<file path="src/rtl/uart_receiver_if.sv">
// Receive-side pin/bus bundle for uart_receiver: the serial line in and the
// decoded byte plus status strobes out.
interface uart_receiver_if #(
  parameter int DATA_BITS = 8
);
  logic                 i_rx;
  logic [DATA_BITS-1:0] o_data;
  logic                 o_valid;
  logic                 o_frame_error;
  logic                 o_busy;

  modport master (
    output i_rx,
    input  o_data, o_valid, o_frame_error, o_busy
  );

  modport slave (
    input  i_rx,
    output o_data, o_valid, o_frame_error, o_busy
  );
endinterface

</file>
<file path="src/rtl/uart_receiver.sv">
// 8N1-style UART receiver: 2-flop synchroniser, half-bit start qualification,
// centre sampling of data/stop bits, frame-error detection with break hold-off.
module uart_receiver #(
  parameter int CLKS_PER_BIT = 16,
  parameter int DATA_BITS    = 8
) (
  input  logic            clk,
  input  logic            i_reset,
  uart_receiver_if.slave  rx_if
);

  localparam int CW = $clog2(CLKS_PER_BIT);
  localparam int BW = $clog2(DATA_BITS + 1);
  localparam logic [CW-1:0] HALF_LAST = CW'(CLKS_PER_BIT / 2 - 1);
  localparam logic [CW-1:0] BIT_LAST  = CW'(CLKS_PER_BIT - 1);
  localparam logic [BW-1:0] BITS_LAST = BW'(DATA_BITS - 1);

  typedef enum logic [2:0] {
    S_IDLE,
    S_START,
    S_DATA,
    S_STOP,
    S_BREAK
  } state_e;

  state_e               state_q, state_d;
  logic                 rx_meta_q, rx_s_q;
  logic [CW-1:0]        clk_cnt_q, clk_cnt_d;
  logic [BW-1:0]        bit_cnt_q, bit_cnt_d;
  logic [DATA_BITS-1:0] shift_q, shift_d;
  logic [DATA_BITS-1:0] data_q, data_d;
  logic                 valid_q, valid_d;
  logic                 ferr_q, ferr_d;

  always_ff @(posedge clk) begin
    if (i_reset) begin
      state_q   <= S_IDLE;
      rx_meta_q <= 1'b1;
      rx_s_q    <= 1'b1;
      clk_cnt_q <= '0;
      bit_cnt_q <= '0;
      shift_q   <= '0;
      data_q    <= '0;
      valid_q   <= 1'b0;
      ferr_q    <= 1'b0;
    end else begin
      state_q   <= state_d;
      rx_meta_q <= rx_if.i_rx;
      rx_s_q    <= rx_meta_q;
      clk_cnt_q <= clk_cnt_d;
      bit_cnt_q <= bit_cnt_d;
      shift_q   <= shift_d;
      data_q    <= data_d;
      valid_q   <= valid_d;
      ferr_q    <= ferr_d;
    end
  end

  always_comb begin
    state_d   = state_q;
    clk_cnt_d = clk_cnt_q + 1'b1;
    bit_cnt_d = bit_cnt_q;
    shift_d   = shift_q;
    data_d    = data_q;
    valid_d   = 1'b0;
    ferr_d    = 1'b0;

    case (state_q)
      S_IDLE: begin
        clk_cnt_d = '0;
        if (!rx_s_q) state_d = S_START;
      end
      S_START: begin
        // A start bit that is high again at its centre was only a glitch.
        if (clk_cnt_q == HALF_LAST) begin
          clk_cnt_d = '0;
          bit_cnt_d = '0;
          state_d   = rx_s_q ? S_IDLE : S_DATA;
        end
      end
      S_DATA: begin
        if (clk_cnt_q == BIT_LAST) begin
          clk_cnt_d = '0;
          shift_d   = {rx_s_q, shift_q[DATA_BITS-1:1]};
          bit_cnt_d = bit_cnt_q + 1'b1;
          if (bit_cnt_q == BITS_LAST) state_d = S_STOP;
        end
      end
      S_STOP: begin
        if (clk_cnt_q == BIT_LAST) begin
          clk_cnt_d = '0;
          if (rx_s_q) begin
            data_d  = shift_q;
            valid_d = 1'b1;
            state_d = S_IDLE;
          end else begin
            ferr_d  = 1'b1;
            state_d = S_BREAK;
          end
        end
      end
      S_BREAK: begin
        clk_cnt_d = '0;
        if (rx_s_q) state_d = S_IDLE;
      end
      default: begin
        clk_cnt_d = '0;
        state_d   = S_IDLE;
      end
    endcase
  end

  assign rx_if.o_data        = data_q;
  assign rx_if.o_valid       = valid_q;
  assign rx_if.o_frame_error = ferr_q;
  assign rx_if.o_busy        = (state_q != S_IDLE);

endmodule

</file>
<file path="src/flat_wrapper.sv">
// flat-port wrapper written by rule: the top's interface ports become plain ports
module uart_receiver_flat 
#(
  parameter int CLKS_PER_BIT = 16,
  parameter int DATA_BITS    = 8
)
  (clk, i_reset, rx_if_i_rx, rx_if_o_data, rx_if_o_valid, rx_if_o_frame_error, rx_if_o_busy);
  uart_receiver_if #(.DATA_BITS(DATA_BITS)) rx_if_i ();
  input  logic clk;
  input  logic i_reset;
  input wire logic [$bits(rx_if_i.i_rx)-1:0] rx_if_i_rx;
  output wire logic [$bits(rx_if_i.o_data)-1:0] rx_if_o_data;
  output wire logic [$bits(rx_if_i.o_valid)-1:0] rx_if_o_valid;
  output wire logic [$bits(rx_if_i.o_frame_error)-1:0] rx_if_o_frame_error;
  output wire logic [$bits(rx_if_i.o_busy)-1:0] rx_if_o_busy;
  assign rx_if_i.i_rx = rx_if_i_rx;
  assign rx_if_o_data = rx_if_i.o_data;
  assign rx_if_o_valid = rx_if_i.o_valid;
  assign rx_if_o_frame_error = rx_if_i.o_frame_error;
  assign rx_if_o_busy = rx_if_i.o_busy;
  uart_receiver #(.CLKS_PER_BIT(CLKS_PER_BIT), .DATA_BITS(DATA_BITS)) u_core (.clk(clk), .i_reset(i_reset), .rx_if(rx_if_i));
endmodule
</file>
<file path="config.mk">
export PLATFORM = sky130hd
export DESIGN_NAME = uart_receiver_flat
export DESIGN_NICKNAME = d
export VERILOG_FILES = /design/src/rtl/uart_receiver_if.sv /design/src/rtl/uart_receiver.sv /design/src/flat_wrapper.sv
export SDC_FILE = /design/constraint.sdc
export NUM_CORES = 1
export LEC_CHECK = 0
export BUFFER_PORTS_ARGS = -buffer_cell sky130_fd_sc_hd__buf_2
export CAP_MARGIN = 20
export CORE_AREA = 5 5 72 48
export CTS_CLUSTER_DIAMETER = 40
export DETAILED_ROUTE_END_ITERATION = 10
export DIE_AREA = 0 0 77 53
export GPL_TIMING_DRIVEN = 0
export PLACE_DENSITY_LB_ADDON = 0.15
export SETUP_SLACK_MARGIN = 0.2
export SLEW_MARGIN = 10
export SYNTH_ARGS = -nofsm -noshare
export SYNTH_HDL_FRONTEND = slang
export SYNTH_SLANG_ARGS = --single-unit
</file>
<file path="constraint.sdc">
create_clock -name clk -period 1.8 [get_ports clk]
set_input_delay 0.18 -clock clk [delete_from_list [all_inputs] [get_ports clk]]
set_output_delay 0.18 -clock clk [all_outputs]
set_load 0.02 [all_outputs]
</file>
==> results.txt <==
* Number of H-tree levels: 2
- # clock sinks: 31
- For this run, the register share of the synthesized area comes to 0.4806.
- Detailed placement ended at an HPWL of 1755 um.
- The finished layout holds 190 standard cells, fillers aside.
- Counting tap cells, the placed design contains a total of 180 instances.
- Final critical-path setup slack: 0.1736 ns
- CTS buffer count: 5
- Unrepaired setup endpoints after global routing: true
- The number of antenna violations at the first check in global routing was 0.
- TritonCTS built the clock tree.
* Cell area reported after detailed placement: 0.001401 sq mm
- Relative to the synthesized area, the layout overhead comes to 21.80%.
* Critical path capture point type: flop
- STA classifies the critical path startpoint as a flop.
- GR met3 Demand/Resource: 0.04252
- Measured against its own limit, the worst slew margin works out to 0.6909.
- Worst IR drop on VDD: 0.0005308 V
- Detailed-route vias per instance: 5.384
- For this design the static power due to leakage is 0.6992 nW.
- Clock group share of total power: 0.492
- Insertion delay of the later-clocked pin in the worst-skew pair: 0.28 ns
- Shortest period the worst path allows: 1.626 ns
- The final number of hold-violating endpoints is 0.
- The congestion estimate from routability-driven global placement came to 0.8405.
* Total nets after synthesis: 138
- Post-synth EDFFs: 0
* Gate count after technology mapping: 133
* Distinct cell type count after synthesis: 38
- Required time reported for the critical path endpoint: 1.97 ns
- After synthesis, the share of flip-flops with an asynchronous set or reset is 0.
- Critical Path Max Stage Delay: 0.36 ns
* Post-synthesis area per instance: 9.709 sq um
- The first TritonRoute pass finished after 4 iterations.
* GR Util met2: 0.2014
* Global route overflow: 0
- The count of nets left with antenna violations once routing finished came out at 0.
- Warnings, synthesis: 0
- Detailed Route Iter0 Violations: 71
- The library cell used most frequently in the layout, excluding fill and tap cells, is sky130_fd_sc_hd__dfxtp_1.
- From bottom edge to top edge, the die measures 53 um.
- The library cells used most frequently in the layout, excluding fill and tap cells, are sky130_fd_sc_hd__dfxtp_1, sky130_fd_sc_hd__nor2_1, sky130_fd_sc_hd__mux2i_1.
- Data arrives at the worst endpoint at 1.79 ns.
* Vias after detailed routing: 1023
* Clock input transition at the sequential cells of the worst setup and hold paths: 0.07 ns
- Across every metal layer, demand over resource in global routing totals 0.1347.
* Avg WL per Cell: 13.26 um
- Hold crit path type: input port to flop
- Peak clock frequency supported by timing: 0.6148 GHz
- Total power: 1.441 mW
- Internal power comes to 1.154 mW.
- Part of the power in registers: 0.481
- Total count of max-transition violations in the final report: 0
* Area of the core region: 0.002721 sq mm
- Share of layout cells above drive strength 1: 0.2564
- For met1 alone, demand over resource in global routing was 0.1750.
* Post-route cell area: 0.001573 sq mm
* Final WL: 2520 um
- Row generation in the floorplan step produced 15 rows.
- Critical Path Slowest Stage Cell: sky130_fd_sc_hd__dfxtp_4
- The die covers 0.004081 sq mm.
* Hold slack final: 0.08485 ns
* Register bit total from synthesis: 31
- The run finished with clean final reports.
- Entering global routing, the biggest net connects 11 pins.
* Share of the clock period used by the worst path: 0.9036
* Number of nets in the layout: 160
- Traced cell by cell, the critical path runs through ha_4 -> and4b_1 -> and2_1 -> buf_6 -> and4bb_1 -> a211o_1.
* Worst Clk Skew: 0.005501 ns
* Peak fanout along the critical path: 10
- Antenna diodes: 0
* Count of input and output buffers: 13
- Switch Pwr: 286.7 uW
* Final Core Density: 0.5779
- Die W: 77 um
- After detailed routing, the number of remaining DRC violations is 0.
* Num ports: 14
- Cell at the root of the clock tree: sky130_fd_sc_hd__clkbuf_8
- Fraction of power consumed by combinational cells: 0.027
- Worst Tran Pin Value: 0.4636 ns
- The via count of the first global-routing pass was 949.
- For this configuration, the core starts out at a cell density of 0.4745.
* Max-cap violations: 0
- Of the total power, the share spent switching nets is 0.1990.
- The worst setup path is of the flop to flop kind.
* Place WS: 0.1171 ns
- Most frequently used flop master after synthesis: sky130_fd_sc_hd__dfxtp_1
- Deepest clock path buffer count: 2
* Post-Syn Area: 0.001291 sq mm
* Cts hold-fix bufs: 0
- Most used routing layer: met2
- Setup violations remaining at the end of the flow were counted as 0.
- The first global-routing pass estimated 4291 um of wire.
* Total negative slack for setup checks: 0 ns
- Power per cell area: 916.1 mW/mm^2
-- state kept, by name, indices dropped and copies added (netlist names) --
name / flops
u_core.rx_if.o_data: 8
u_core.shift_q: 8
u_core.bit_cnt_q: 4
u_core.clk_cnt_q: 4
u_core.state_q: 3
u_core.rx_if.o_frame_error: 1
u_core.rx_if.o_valid: 1
u_core.rx_meta_q: 1
u_core.rx_s_q: 1
-- critical path, delay by kind of cell (launching register included) --
| family | cells | cell delay, ns |
|---|---|---|
| adders and majority gates | 1 | 0.18 |
| buffers and inverters | 1 | 0.15 |
| AOI/OAI and AO/OA | 1 | 0.23 |
| and+or+nand+nor | 3 | 0.58 |
| DFF | 1 | 0.36 |
-- area by class of cell --
cell class	count	area (sq um)
Timing Repair Buffer	15	82.58
Multi-Input combinational cell	92	628.1
Buffer	9	70.07
Sequential cell	31	628.1
Fill cell	229	1149
Inverter	1	3.754
Clock buffer	6	82.58
Tap cell	34	42.54
Clock inverter	2	35.03
-- cell usage after synthesis, types with 2 or more instances --
cell type	n	area share
sky130_fd_sc_hd__ha_1	2	0.019
sky130_fd_sc_hd__clkbuf_1	2	0.0058
sky130_fd_sc_hd__a211o_1	2	0.014
sky130_fd_sc_hd__a21oi_1	3	0.012
sky130_fd_sc_hd__mux2i_1	17	0.13
sky130_fd_sc_hd__buf_2	5	0.019
sky130_fd_sc_hd__nand3_1	4	0.016
sky130_fd_sc_hd__dfxtp_1	31	0.48
sky130_fd_sc_hd__nand2_1	3	0.0087
sky130_fd_sc_hd__nor4_1	2	0.0097
sky130_fd_sc_hd__nand2b_1	3	0.015
sky130_fd_sc_hd__or2_2	2	0.0097
sky130_fd_sc_hd__nor3_1	8	0.031
sky130_fd_sc_hd__nor2_1	25	0.073
-- worst paths after layout --
path,end,slack (ns),cells after the start,start
min reg2reg,u_core.rx_s_q$_SDFF_PP1_,0.41,1,u_core.rx_meta_q$_SDFF_PP1_
min,u_core.rx_meta_q$_SDFF_PP1_,0.08,2,rx_if_i_rx
max reg2reg,u_core.bit_cnt_q[2]$_SDFFE_PP0P_,0.17,6,u_core.clk_cnt_q[0]$_SDFF_PP0_
max,u_core.bit_cnt_q[2]$_SDFFE_PP0P_,0.17,6,u_core.clk_cnt_q[0]$_SDFF_PP0_
-- layer usage --
layer  wire length [um]  vias up
met5                  0        -
li1                   -      512
met2               1005       26
met3                124        4
met1               1359      481
met4                 31        0
-- power by group through the flow --
stage / combinational [mW] / sequential, mW / clock [mW]
3_3_place_gp: 0.0343 / 0.708 / 0
4_1_cts: 0.0354 / 0.694 / 0.716
6_report: 0.0389 / 0.693 / 0.709
2_1_floorplan: 0.0251 / 0.708 / 0
5_1_grt: 0.0444 / 0.693 / 0.746
3_5_place_dp: 0.0349 / 0.709 / 0
-- cells by family (layout without fill, tap and decap cells) --
kind of cell,after synthesis,count (layout),share of synthesized area
XOR/XNOR,2,2,0.01357
buffers and inverters,10,33,0.04263
multiplexers,17,17,0.1318
AO/OA/AOI/OAI,11,11,0.06686
flip-flops,31,31,0.4806
AND/OR/NAND/NOR,60,60,0.2452
adder cells (fa/ha/maj),2,2,0.01938
-- what timing repair did --
item | 4_1_cts | 5_1_grt
setup buffers | 0 | 2
gates resized for setup | 9 | 5
pin swaps | 5 | 0
endpoints found under the setup margin | 13 | 12
Power figures use the tool's default switching activity.
